<file path="config.mk">
export PLATFORM = sky130hd
export DESIGN_NAME = pattern_seq_ctrl
export DESIGN_NICKNAME = d
export VERILOG_FILES = /design/src/rtl/pattern_seq_ctrl_pkg.sv /design/src/rtl/pattern_seq_ctrl_vsync_edge_det.sv /design/src/rtl/pattern_seq_ctrl.sv
export SDC_FILE = /design/constraint.sdc
export NUM_CORES = 1
export LEC_CHECK = 0
export ABC_CLOCK_PERIOD_IN_PS = 3300
export CORE_UTILIZATION = 25
export DETAILED_ROUTE_END_ITERATION = 8
export PLACE_DENSITY = 0.48
export SKIP_CTS_REPAIR_TIMING = 1
export SYNTH_ARGS = -nofsm -noshare
export SYNTH_HDL_FRONTEND = slang
export SYNTH_SLANG_ARGS = --single-unit
</file>
<file path="constraint.sdc">
create_clock -name pix_clk -period 3.3 [get_ports pix_clk]
set_input_delay 0.33 -clock pix_clk [delete_from_list [all_inputs] [get_ports pix_clk]]
set_output_delay 0.33 -clock pix_clk [all_outputs]
set_load 0.1 [all_outputs]
</file>
<file path="src/rtl/pattern_seq_ctrl_pkg.sv">
// rtl/pattern_seq_ctrl_pkg.sv - shared constants and FSM encoding for the pattern sequencer
//
// Purpose : pattern index names understood by the generator, default sizing and
//           the scheduler state encoding.
// Ports   : none (package).
package pattern_seq_ctrl_pkg;

    localparam int unsigned DEF_NUM_PAT  = 8;
    localparam int unsigned DEF_PAT_BITS = 3;

    // Pattern indices decoded by the generator
    localparam int unsigned PAT_GRAY     = 0;
    localparam int unsigned PAT_WHITE    = 1;
    localparam int unsigned PAT_COLORBAR = 2;
    localparam int unsigned PAT_BLACK    = 3;
    localparam int unsigned PAT_RED      = 4;
    localparam int unsigned PAT_GREEN    = 5;
    localparam int unsigned PAT_BLUE     = 6;
    localparam int unsigned PAT_RAMP     = 7;

    typedef enum logic {
        ST_WAIT_SYNC = 1'b0,
        ST_RUN       = 1'b1
    } seq_state_e;

endpackage

</file>
<file path="src/rtl/pattern_seq_ctrl_vsync_edge_det.sv">
// rtl/pattern_seq_ctrl_vsync_edge_det.sv - vsync active-edge detector
//
// Purpose : flags the cycle in which vs_in first shows its active level.
// Ports   : pix_clk  - pixel clock
//           rstn     - asynchronous active-low reset
//           vs_in    - vsync from the timing generator
//           act_edge - high while vs_in is active and was inactive last cycle
module pattern_seq_ctrl_vsync_edge_det #(
    parameter logic VS_POL = 1'b1
) (
    input  logic pix_clk,
    input  logic rstn,
    input  logic vs_in,
    output logic act_edge
);

    logic vs_d_q;

    // Reset to the active level so a vsync already asserted when reset
    // releases is not mistaken for a fresh frame start.
    always_ff @(posedge pix_clk or negedge rstn) begin
        if (!rstn) begin
            vs_d_q <= VS_POL;
        end else begin
            vs_d_q <= vs_in;
        end
    end

    assign act_edge = (vs_in == VS_POL) && (vs_d_q != VS_POL);

endmodule

</file>
<file path="src/rtl/pattern_seq_ctrl.sv">
// rtl/pattern_seq_ctrl.sv - frame-synchronous test-pattern scheduler
//
// Purpose : selects the generator pattern, changing it only at frame start.
//           Auto mode advances every FRAMES_PER_PAT frames; host mode holds a
//           pattern written through a one-deep valid/ready shadow register.
// Ports   : pix_clk, rstn              - clock, async active-low reset
//           vs_in, de_in               - timing stream (de_in is not used by logic)
//           cfg_valid/cfg_ready        - host handshake, cfg_pat/cfg_auto payload
//           pat_sel, auto_mode         - current pattern and mode
//           frame_start, sync_lost     - one-cycle event pulses
//           frame_cnt                  - frames since sync acquired
//           locked                     - high while running synchronised
module pattern_seq_ctrl
    import pattern_seq_ctrl_pkg::*;
#(
    parameter int unsigned NUM_PAT        = DEF_NUM_PAT,
    parameter int unsigned PAT_BITS       = DEF_PAT_BITS,
    parameter int unsigned FRAMES_PER_PAT = 60,
    parameter logic        VS_POL         = 1'b1,
    parameter logic [23:0] TIMEOUT        = 24'd2_000_000
) (
    input  logic                pix_clk,
    input  logic                rstn,
    input  logic                vs_in,
    input  logic                de_in,
    input  logic                cfg_valid,
    output logic                cfg_ready,
    input  logic [PAT_BITS-1:0] cfg_pat,
    input  logic                cfg_auto,
    output logic [PAT_BITS-1:0] pat_sel,
    output logic                auto_mode,
    output logic                frame_start,
    output logic [15:0]         frame_cnt,
    output logic                sync_lost,
    output logic                locked
);

    localparam int unsigned DW = $clog2(FRAMES_PER_PAT) + 1;
    localparam logic [DW-1:0]       DWELL_LAST = DW'(FRAMES_PER_PAT - 1);
    localparam logic [PAT_BITS-1:0] PAT_LAST   = PAT_BITS'(NUM_PAT - 1);
    // One bit wider so NUM_PAT == 2**PAT_BITS does not truncate to zero
    localparam logic [PAT_BITS:0]   NUM_PAT_W  = (PAT_BITS + 1)'(NUM_PAT);

    seq_state_e          state_q, state_d;
    logic [PAT_BITS-1:0] pat_q, pat_d;
    logic                auto_q, auto_d;
    logic                fs_q, fs_d;
    logic [15:0]         cnt_q, cnt_d;
    logic                lost_q, lost_d;
    logic                sh_full_q, sh_full_d;
    logic [PAT_BITS-1:0] sh_pat_q, sh_pat_d;
    logic                sh_auto_q, sh_auto_d;
    logic [DW-1:0]       dwell_q, dwell_d;
    logic [23:0]         wdog_q, wdog_d;
    logic                act_edge;
    logic [PAT_BITS-1:0] cfg_pat_clamped;
    logic                de_unused;

    // de_in is only observed by external timing checks
    assign de_unused = de_in;

    pattern_seq_ctrl_vsync_edge_det #(
        .VS_POL (VS_POL)
    ) u_edge_det (
        .pix_clk  (pix_clk),
        .rstn     (rstn),
        .vs_in    (vs_in),
        .act_edge (act_edge)
    );

    assign cfg_pat_clamped = ({1'b0, cfg_pat} >= NUM_PAT_W) ? PAT_LAST : cfg_pat;

    always_comb begin
        state_d   = state_q;
        pat_d     = pat_q;
        auto_d    = auto_q;
        fs_d      = 1'b0;
        cnt_d     = cnt_q;
        lost_d    = 1'b0;
        sh_full_d = sh_full_q;
        sh_pat_d  = sh_pat_q;
        sh_auto_d = sh_auto_q;
        dwell_d   = dwell_q;
        wdog_d    = wdog_q;

        case (state_q)
            ST_WAIT_SYNC: begin
                if (act_edge) begin
                    state_d = ST_RUN;
                    fs_d    = 1'b1;
                    cnt_d   = 16'd0;
                    dwell_d = '0;
                    wdog_d  = 24'd0;
                    if (sh_full_q) begin
                        pat_d     = sh_pat_q;
                        auto_d    = sh_auto_q;
                        sh_full_d = 1'b0;
                    end
                end
            end
            ST_RUN: begin
                if (act_edge) begin
                    fs_d   = 1'b1;
                    cnt_d  = cnt_q + 16'd1;
                    wdog_d = 24'd0;
                    // A pending host request wins over the auto advance
                    if (sh_full_q) begin
                        pat_d     = sh_pat_q;
                        auto_d    = sh_auto_q;
                        sh_full_d = 1'b0;
                        dwell_d   = '0;
                    end else if (auto_q && (dwell_q == DWELL_LAST)) begin
                        dwell_d = '0;
                        pat_d   = (pat_q == PAT_LAST) ? '0 : pat_q + 1'b1;
                    end else if (auto_q) begin
                        dwell_d = dwell_q + 1'b1;
                    end else begin
                        dwell_d = '0;
                    end
                end else if (wdog_q == TIMEOUT - 24'd1) begin
                    lost_d  = 1'b1;
                    state_d = ST_WAIT_SYNC;
                    wdog_d  = 24'd0;
                end else begin
                    wdog_d = wdog_q + 24'd1;
                end
            end
        endcase

        // Acceptance only happens with the shadow empty, so it never collides
        // with the frame-start application above, which needs it full.
        if (cfg_valid && !sh_full_q) begin
            sh_full_d = 1'b1;
            sh_pat_d  = cfg_pat_clamped;
            sh_auto_d = cfg_auto;
        end
    end

    always_ff @(posedge pix_clk or negedge rstn) begin
        if (!rstn) begin
            state_q   <= ST_WAIT_SYNC;
            pat_q     <= PAT_BITS'(PAT_GRAY);
            auto_q    <= 1'b1;
            fs_q      <= 1'b0;
            cnt_q     <= 16'd0;
            lost_q    <= 1'b0;
            sh_full_q <= 1'b0;
            sh_pat_q  <= '0;
            sh_auto_q <= 1'b0;
            dwell_q   <= '0;
            wdog_q    <= 24'd0;
        end else begin
            state_q   <= state_d;
            pat_q     <= pat_d;
            auto_q    <= auto_d;
            fs_q      <= fs_d;
            cnt_q     <= cnt_d;
            lost_q    <= lost_d;
            sh_full_q <= sh_full_d;
            sh_pat_q  <= sh_pat_d;
            sh_auto_q <= sh_auto_d;
            dwell_q   <= dwell_d;
            wdog_q    <= wdog_d;
        end
    end

    assign cfg_ready   = !sh_full_q;
    assign pat_sel     = pat_q;
    assign auto_mode   = auto_q;
    assign frame_start = fs_q;
    assign frame_cnt   = cnt_q;
    assign sync_lost   = lost_q;
    assign locked      = (state_q == ST_RUN);

endmodule

</file>
Yosys cells after proc, flatten, opt, wreduce, memory -nomap -nowiden

Index checks and enable logic that the tools add are counted.

Bits in registers: 60
Input port bits: 9
Output and inout bits: 24
Logic and storage cells: 64

Add/subtract/negate cells: 4
Equal/unequal tests: 7
Muxes and demuxes: 31
Bitwise operators: 2
Reduce and logical (&&, ||, !) cells: 8

Operator list:

| kind                                                                     | number |
|---|---|
| 24-bit two-way mux                                                       | 3 |
| 24-bit case mux with 2 select lines                                      | 1 |
| 7-bit two-way mux                                                        | 5 |
| 16-bit two-way mux                                                       | 2 |
| 16-bit case mux with 2 select lines                                      | 1 |
| 24-bit by 1-bit adder with 24-bit output (second input constant)         | 1 |
| 24-bit by 21-bit == test with 1-bit output (second input constant)       | 1 |
| 3-bit two-way mux                                                        | 6 |
| 16-bit by 1-bit adder with 16-bit output (second input constant)         | 1 |
| 7-bit case mux with 2 select lines                                       | 1 |
| 1-bit two-way mux                                                        | 10 |
| 7-bit by 1-bit adder with 7-bit output (second input constant)           | 1 |
| 7-bit by 6-bit == test with 1-bit output (second input constant)         | 1 |
| 3-bit case mux with 2 select lines                                       | 1 |
| 2-bit inequality test (second input constant)                            | 2 |
| 2-bit AND reduction                                                      | 2 |
| 4-bit AND reduction                                                      | 1 |
| 3-bit by 1-bit adder with 3-bit output (second input constant)           | 1 |
| 3-bit == test (second input constant)                                    | 1 |
| 1-bit logical AND                                                        | 3 |
| 3-bit by 1-bit inequality test with 1-bit output (second input constant) | 1 |
| 2-bit by 1-bit inequality test with 1-bit output (second input constant) | 1 |
| 1-bit inverter                                                           | 2 |
| 1-bit case mux with 2 select lines                                       | 1 |
| 2 further kinds                                                          | 2 |

Depth between registers and ports, before layout

Gate-level depths: netlist of run 1.

Depth after elaboration: 6
Gate-level depth with buffers: 7
Mapped depth without buffers: 5

Cells and area by module

Synthesis of run 1 repeated with hierarchy kept, for this count alone.

Cell total of the unflattened synthesis: 320
Area, all modules: 3,173.0 µm²

Modules (own cells, without submodules):

| module                          | times used | cells each | area each (µm²) |
|---|---|---|---|
| pattern_seq_ctrl                | 1          | 318        | 3,133.0 |
| pattern_seq_ctrl_vsync_edge_det | 1          | 2          | 40.0 |

Worst setup path before layout of run 1

Ideal clock, no wire load.

Path type: register -> register
Start point: register cnt_q[1] (netlist: frame_cnt[1])
End point: register cnt_q[6] (netlist: frame_cnt[6])
Library setup time: 0.122 ns
Arrival: 2.148 ns
Setup slack: 1.030 ns
Cell stages (with the launch flop): 6
Buffers on the path: 0
Path through: dfrtp_1 -> ha_1 -> nand4_1 -> nor2_1 -> mux2_2 -> a22o_1

Word-level cells in the longest chain between the ends: 3

RTL lines:

| item                                     | RTL line                | source |
|---|---|---|
| start: declaration                       | pattern_seq_ctrl.sv:48  | `logic [15:0] cnt_q, cnt_d;` |
| start signal: assignment                 | pattern_seq_ctrl.sv:157 | `cnt_q <= cnt_d;` |
| 16-bit by 1-bit adder with 16-bit output | pattern_seq_ctrl.sv:104 | `cnt_d = cnt_q + 16'd1;` |
| 16-bit two-way mux                       | pattern_seq_ctrl.sv:102 | `if (act_edge) begin` |
| 16-bit case mux with 2 select lines      | pattern_seq_ctrl.sv:86  | `case (state_q)` |

No other way between the ends. The select of a mux whose other input is x is not followed.
A chain may end at the register's enable or synchronous reset.

Final worst setup path of run 1

Start point: register auto_q (netlist: auto_mode)
End point: output port auto_mode

RTL lines:

| item                     | RTL line                | source |
|---|---|---|
| start: declaration       | pattern_seq_ctrl.sv:46  | `logic auto_q, auto_d;` |
| start signal: assignment | pattern_seq_ctrl.sv:155 | `auto_q <= auto_d;` |
| end: declaration         | pattern_seq_ctrl.sv:31  | `output logic auto_mode,` |

No word-level cell between the ends.

==> run_results.csv, run 1 <==
group,metric,value,unit
pwr,p_switching,0.001022,W
drt,post_drt_wl_per_cell,14.17,um
worst_setup_path,path_cells,"clkdlybuf4s50_1",
flow_run,maxCapViolations,0,
die,die-height,116.4,um
status,status,"completed",
synthesis,yosysUniqueCellTypes,48,
final_layout,drive_above_1_share,0.1273,
drt,initialDrtViolationCount,104,
timing,rsz0062_at_grt,"false",
worst_setup_path,worstPathArrival,2020,ps
global_routing,grt.overflow.total,0,
die,dieArea,13540,um^2
die,fp-row-count,41,
cts,root_buffer,"clkbuf_16",
synthesis,netlist_area,3269,um^2
cts,cts_made_buffers,9,
synthesis,async_reset_ff_frac,1.000,
synthesis,yosysSeqAreaShare,0.4600,
synthesis,synth.top_cells.by_area,"dfrtp_1, mux2_2, o21ai_0",
timing,finalCriticalPeriod,2349,ps
global_routing,grt_max_degree,28,
pwr,ir_worst_vdd,0.5563,mV
pwr,leakagePower,1.720,nW
place,gp_congestion,0.7379,
worst_setup_path,timing.rr.end,"wdog_q[10]$_DFFE_PN0P_",
synthesis,yosys_most_used_dff,"dfrtp_1",
worst_setup_path,path_buf_inv,1,
cts,cts.sinks,60,
pwr,p_per_area,657.2,nW/um^2
worst_setup_path,critical_path.max_stage_delay,1140,ps
drt,wirelength,7780,um
synthesis,syn_inst,340,
global_routing,track_usage,0.1272,
global_routing,grt_pass1_wl,13340,um
final_layout,n_antenna_cell,0,
cts,htree_levels,3,
cts,clk_pin_slew_worst_paths,50,ps
place,dp_hpwl,5164,um
drt,num_vias,2701,
synthesis,synth_top_area_frac,0.4439,
worst_setup_path,crit_type,"reg -> out",
synthesis,yosysTopAreaCell,"dfrtp_1",
cts,clock_latency,320,ps
synthesis,synth_nets,354,
worst_setup_path,cp_data_required_time,2970,ps
timing,min_period_over_period,0.7117,
timing,slew_headroom,0.3461,
worst_setup_path,cp_top_family,"buffers and inverters",
hold_path,hold_class,"in -> async",
worst_setup_path,rrSetupSlack,1330,ps
synthesis,synth_edf_count,0,
die,core-area,12670,um^2
worst_setup_path,worstRegToRegCells,5,
die,ios,33,
cts,cts_tree,"yes",
timing,slew_viol_final,0,
synthesis,synth.avg_cell_area,9.616,um^2
final_layout,nFillCells,1347,
timing,setup_violations,0,
pwr,p_sw_frac,0.3860,
timing,whs,35.07,ps
pwr,p_clk_frac,0.322,
synthesis,post-synth-top-count-cell,"dfrtp_1",
synthesis,synth-seq-cells,60,
place,io_buffers,31,
final_layout,nNetsFinal,387,
global_routing,antenna_found_initial,0,
worst_setup_path,critPathCaptureType,"output port",
timing,hold_violations,0,
timing,worst_slew_pin_slew,977.7,ps
synthesis,synthTopCellsByCount,"dfrtp_1, nand2_1, nor2_1",
die,start_util,0.2580,
drt,post-route-drc-count,0,
global_routing,grt_pass1_vias,2654,
pwr,intPower,0.001625,W
pwr,pwr-share-comb,0.326,
timing,skew,8.306,ps
drt,drt_pre_antenna_iters,4,
worst_setup_path,path_max_fanout,5,
timing,tns,0,ps
worst_setup_path,worst_setup_path_start_kind,"flip-flop",
timing,clock.fmax,425.8,MHz
synthesis,ys_warn_count,0,
worst_setup_path,cpMaxStageDelayCell,"clkdlybuf4s50_1",
worst_setup_path,r2r_start,"wdog_q[0]$_DFFE_PN0P_",
final_layout,area_growth,23.19,%
cts,cts_buffer_depth,2,
drt,ant_nets,0,
drt,vias_per_cell,4.920,
pwr,p_seq_frac,0.352,
die,die_x,116.4,um
-- cell usage in the layout (no fill, tap or decap), types with 2 or more instances in the layout --
cell type        count
a22o_1               5
dfrtp_1             58
clkinv_2             2
nand2_1             33
o31ai_1              7
nand2b_1             2
or4_1                5
clkbuf_16            9
o21a_1               2
buf_4                9
and3_1               7
xor2_1               6
clkdlybuf4s50_1     29
a21oi_1             18
nor2b_1              4
nand4_1              9
a31oi_1              2
o21ai_0             27
nor2_1              31
mux2i_1              9
nor4_1              10
clkbuf_1             2
and4_1               6
o22ai_1              2
nor3_1              10
inv_1                8
and4_2               2
dfstp_2              2
ha_1                 5
clkbuf_8             2
nand3_1             19
xnor2_1              2
or3_1                3
mux2_2              14
-- power groups by stage --
stage	clock [W]	sequential (W)	combinational, W
floorplan	0	0.00132	0.000273
global placement	0	0.000943	0.000859
detailed placement	0	0.000945	0.000870
CTS	0.000874	0.000934	0.000873
global route	0.000912	0.000951	0.000925
finish	0.000851	0.000933	0.000863
-- stage by stage --
stage               area, um^2  setup WS (ps)  utilization  power [W]  cells
finish                    4028          951.4       0.3179   0.002647    549
global route              4028          895.1       0.3179   0.002788    549
CTS                       4028          929.3       0.3179   0.002681    549
detailed placement        3757           1180       0.2965   0.001815    534
global placement          3757           1190       0.2965   0.001802    534
floorplan                 3269           1030            -   0.001594    340
-- layer usage --
metal	part of all wire	GRT usage	vias to the layer above	wire length [um]
met3	0.038	0.03788	5	299
li1	-	-	1323	-
met2	0.47	0.2067	40	3645
met1	0.48	0.1628	1333	3770
met4	0.0081	0.03761	0	63
met5	0	0	-	0
-- cell type report --
cell class,count,area [um^2],share of cell area
timing repair buffer,39,362.8,0.09009
multi-input combinational,255,1645,0.4085
tap,172,215.2,0.05343
clock buffer,13,260.3,0.06462
clock inverter,2,10.01,0.002485
inverter,8,30.03,0.007456
sequential,60,1504,0.3734
-- worst reg2reg max path, delay by kind of cell (launching register included) --
kind | cells | cell delay [ps]
compound gates | 1 | 500
fa+ha+maj | 1 | 190
flops | 1 | 400
simple gates | 3 | 770
-- worst max-delay path by stage --
stage                                   startpoint                         to  cells past startpoint  slack (ps)
after floorplan           frame_cnt[1]$_DFFE_PN0P_   frame_cnt[6]$_DFFE_PN0P_                      5        1030
after global placement                       vs_in  frame_cnt[12]$_DFFE_PN0P_                      6        1190
after detailed placement                     vs_in  frame_cnt[12]$_DFFE_PN0P_                      6        1180
after CTS                    auto_mode$_DFFE_PN1P_                  auto_mode                      1         930
after global routing         auto_mode$_DFFE_PN1P_                  auto_mode                      1         900
final                        auto_mode$_DFFE_PN1P_                  auto_mode                      1         950
-- state kept, by name (all words and copies together) (netlist names) --
signal and flops:
sh_pat_q 3, locked 1, sh_auto_q 1, frame_cnt 16
sh_full_q 1, dwell_q 7, u_edge_det.vs_d_q 1, pat_sel 3
wdog_q 24, frame_start 1, sync_lost 1, auto_mode 1
-- cells by family (layout without fill, tap and decap cells) --
| group | count (synthesis) | in the layout | share of synthesized area |
|---|---|---|---|
| AND/OR/NAND/NOR | 149 | 149 | 0.2526 |
| AO/OA/AOI/OAI | 70 | 70 | 0.1343 |
| flip-flops | 60 | 60 | 0.4600 |
| buffers and inverters | 25 | 62 | 0.03674 |
| multiplexers | 23 | 23 | 0.07578 |
| XOR/XNOR | 8 | 8 | 0.02143 |
| adder cells (fa/ha/maj) | 5 | 5 | 0.01914 |
Note: power is estimated with default switching activity, not from simulation.
==> run 2: changes to the inputs <==
--- a/config.mk
+++ b/config.mk
@@ -5,7 +5,7 @@
 export SDC_FILE = /design/constraint.sdc
 export NUM_CORES = 1
 export LEC_CHECK = 0
-export ABC_CLOCK_PERIOD_IN_PS = 3300
+export ABC_CLOCK_PERIOD_IN_PS = 2400
 export CORE_UTILIZATION = 25
 export DETAILED_ROUTE_END_ITERATION = 8
 export PLACE_DENSITY = 0.48
==> constraint.sdc (replaced) <==
create_clock -name pix_clk -period 2.4 [get_ports pix_clk]
set_input_delay 0.24 -clock pix_clk [delete_from_list [all_inputs] [get_ports pix_clk]]
set_output_delay 0.24 -clock pix_clk [all_outputs]
set_load 0.1 [all_outputs]
==> run_results.csv, run 2 (same netlist as run 1, synthesis figures left out) <==
group,metric,value,unit
worst_setup_path,critPathCaptureType,"flip-flop",
global_routing,track_usage,0.1213,
drt,initialDrtViolationCount,127,
drt,drt_pre_antenna_iters,4,
worst_setup_path,worstRegToRegCells,5,
cts,htree_levels,3,
final_layout,largest_register_ffs,24,
global_routing,grt_max_degree,35,
status,failed_checks,"hold timing",
cts,cts_buffer_depth,2,
final_layout,largest-register,"wdog_q",
timing,worst_slew_pin_slew,666.3,ps
global_routing,grt_pass1_vias,2538,
die,die_x,116.4,um
final_layout,final_cell_mix,"dfrtp_1, nand2_1, nor2_1",
place,dpl_cell_area,3737,um^2
cts,root_buffer,"clkbuf_16",
drt,num_vias,2655,
worst_setup_path,crit_type,"reg -> reg",
global_routing,grt.overflow.total,0,
timing,rsz0062_at_grt,"false",
timing,hold_violations,25,
timing,skew,6.739,ps
pwr,p_seq_frac,0.330,
pwr,p_clk_frac,0.370,
final_layout,nNetsFinal,387,
pwr,leakagePower,1.774,nW
pwr,p_sw_frac,0.3664,
pwr,ir_worst_vdd,0.6935,mV
place,gp_congestion,0.7235,
worst_setup_path,worst_setup_path_start_kind,"flip-flop",
pwr,total_power,0.003882,W
drt,ant_nets,0,
worst_setup_path,timing.rr.end,"wdog_q[7]$_DFFE_PN0P_",
pwr,intPower,0.002460,W
die,fp-row-count,41,
place,dp_hpwl,5074,um
final_layout,multiInputGateArea,1645,um^2
final_layout,n_antenna_cell,0,
timing,tns,0,ps
die,core-area,12670,um^2
status,status,"finished, violations left",
worst_setup_path,r2r_start,"wdog_q[0]$_DFFE_PN0P_",
timing,finalCriticalPeriod,2000,ps
final_layout,final_area,4075,um^2
cts,cts_tree,"yes",
final_layout,area_growth,24.65,%
timing,slew_headroom,0.5558,
place,io_buffers,31,
worst_setup_path,crit_path_start,"wdog_q[0]$_DFFE_PN0P_",
hold_path,hold_class,"in -> async",
final_layout,nFillCells,1328,
die,die-height,116.4,um
worst_setup_path,worstPathArrival,2180,ps
cts,clock_latency,320,ps
die,ios,33,
pwr,p_switching,0.001422,W
die,start_util,0.2580,
global_routing,antenna_found_initial,0,
timing,whs,-48.05,ps
cts,cts_made_buffers,9,
worst_setup_path,rrSetupSlack,400,ps
pwr,p_per_area,952.6,nW/um^2
final_layout,drive_above_1_share,0.1931,
cts,clk_pin_slew_worst_paths,50,ps
cts,cts.sinks,60,
timing,slew_viol_final,0,
worst_setup_path,path_max_fanout,9,
timing,min_period_over_period,0.8335,
worst_setup_path,cp_data_required_time,2580,ps
final_layout,register_area,1504,um^2
drt,vias_per_cell,4.827,
die,dieArea,13540,um^2
drt,wirelength,7530,um
pwr,pwr-share-comb,0.300,
timing,setup_violations,0,
final_layout,layout_commonest_cell,"dfrtp_1",
worst_setup_path,endpoint,"wdog_q[7]$_DFFE_PN0P_",
global_routing,grt_pass1_wl,12720,um
flow_run,maxCapViolations,0,
drt,post-route-drc-count,0,
timing,clock.fmax,499.9,MHz
drt,post_drt_wl_per_cell,13.69,um
[run 2: changes by cell type in the layout (fill, tap and decap cells not counted), sizes merged]
cell,previous run,this run
clkdlybuf4s50,29,6
clkinv,2,0
bufinv,0,2
buf,10,33
clkinvlp,0,1
[run 2: worst max-delay path: stages (launching register included)]
cell,delay (ps)
dfrtp_1,400
ha_1,180
and3_1,420
nand4_4,250
o31ai_4,520
nor2_1,100
[run 2: how the worst min path moves through the flow]
| stage | end | cells after the start |
|---|---|---|
| finish | wdog_q[12]$_DFFE_PN0P_ | 1 |
| global route | wdog_q[18]$_DFFE_PN0P_ | 1 |
| CTS | wdog_q[18]$_DFFE_PN0P_ | 1 |
| detailed placement | wdog_q[7]$_DFFE_PN0P_ | 1 |
| global placement | wdog_q[13]$_DFFE_PN0P_ | 1 |
| floorplan | dwell_q[0]$_DFFE_PN0P_ | 0 |
[run 2: cell type report]
type                    count  area share
clock buffers              13     0.06632
multi-input cells         255      0.4037
clock inverters             3     0.01658
well taps                 172     0.05281
inverters                   8    0.007369
flip-flops and latches     60      0.3691
repair buffers             39     0.08413
[run 2: stage by stage]
step | setup slack [ps] | util | hold slack, ps | std cells
2_1_floorplan | 129.9 | - | -55.59 | 340
5_1_grt | 264.2 | 0.3216 | 11.52 | 550
4_1_cts | 373.7 | 0.3216 | -18.33 | 550
3_3_place_gp | 420.0 | 0.2950 | 331.3 | 534
3_5_place_dp | 380.5 | 0.2950 | 332.2 | 534
6_report | 399.5 | 0.3216 | -48.05 | 550
[run 2: layer usage]
metal	up-vias	global-route usage	routed length [um]	share of wire
li1	1317	-	-	-
met4	0	0.03846	95	0.013
met3	10	0.02906	270	0.036
met5	-	0	0	0
met1	1279	0.1599	3653	0.49
met2	49	0.1957	3511	0.47
[run 2: power by group through the flow]
stage	registers, W	logic, W	clock network [W]
6_report	0.00128	0.00116	0.00144
5_1_grt	0.00131	0.00124	0.00151
4_1_cts	0.00128	0.00118	0.00147
3_5_place_dp	0.00130	0.00117	0
3_3_place_gp	0.00130	0.00116	0
2_1_floorplan	0.00182	0.000375	0
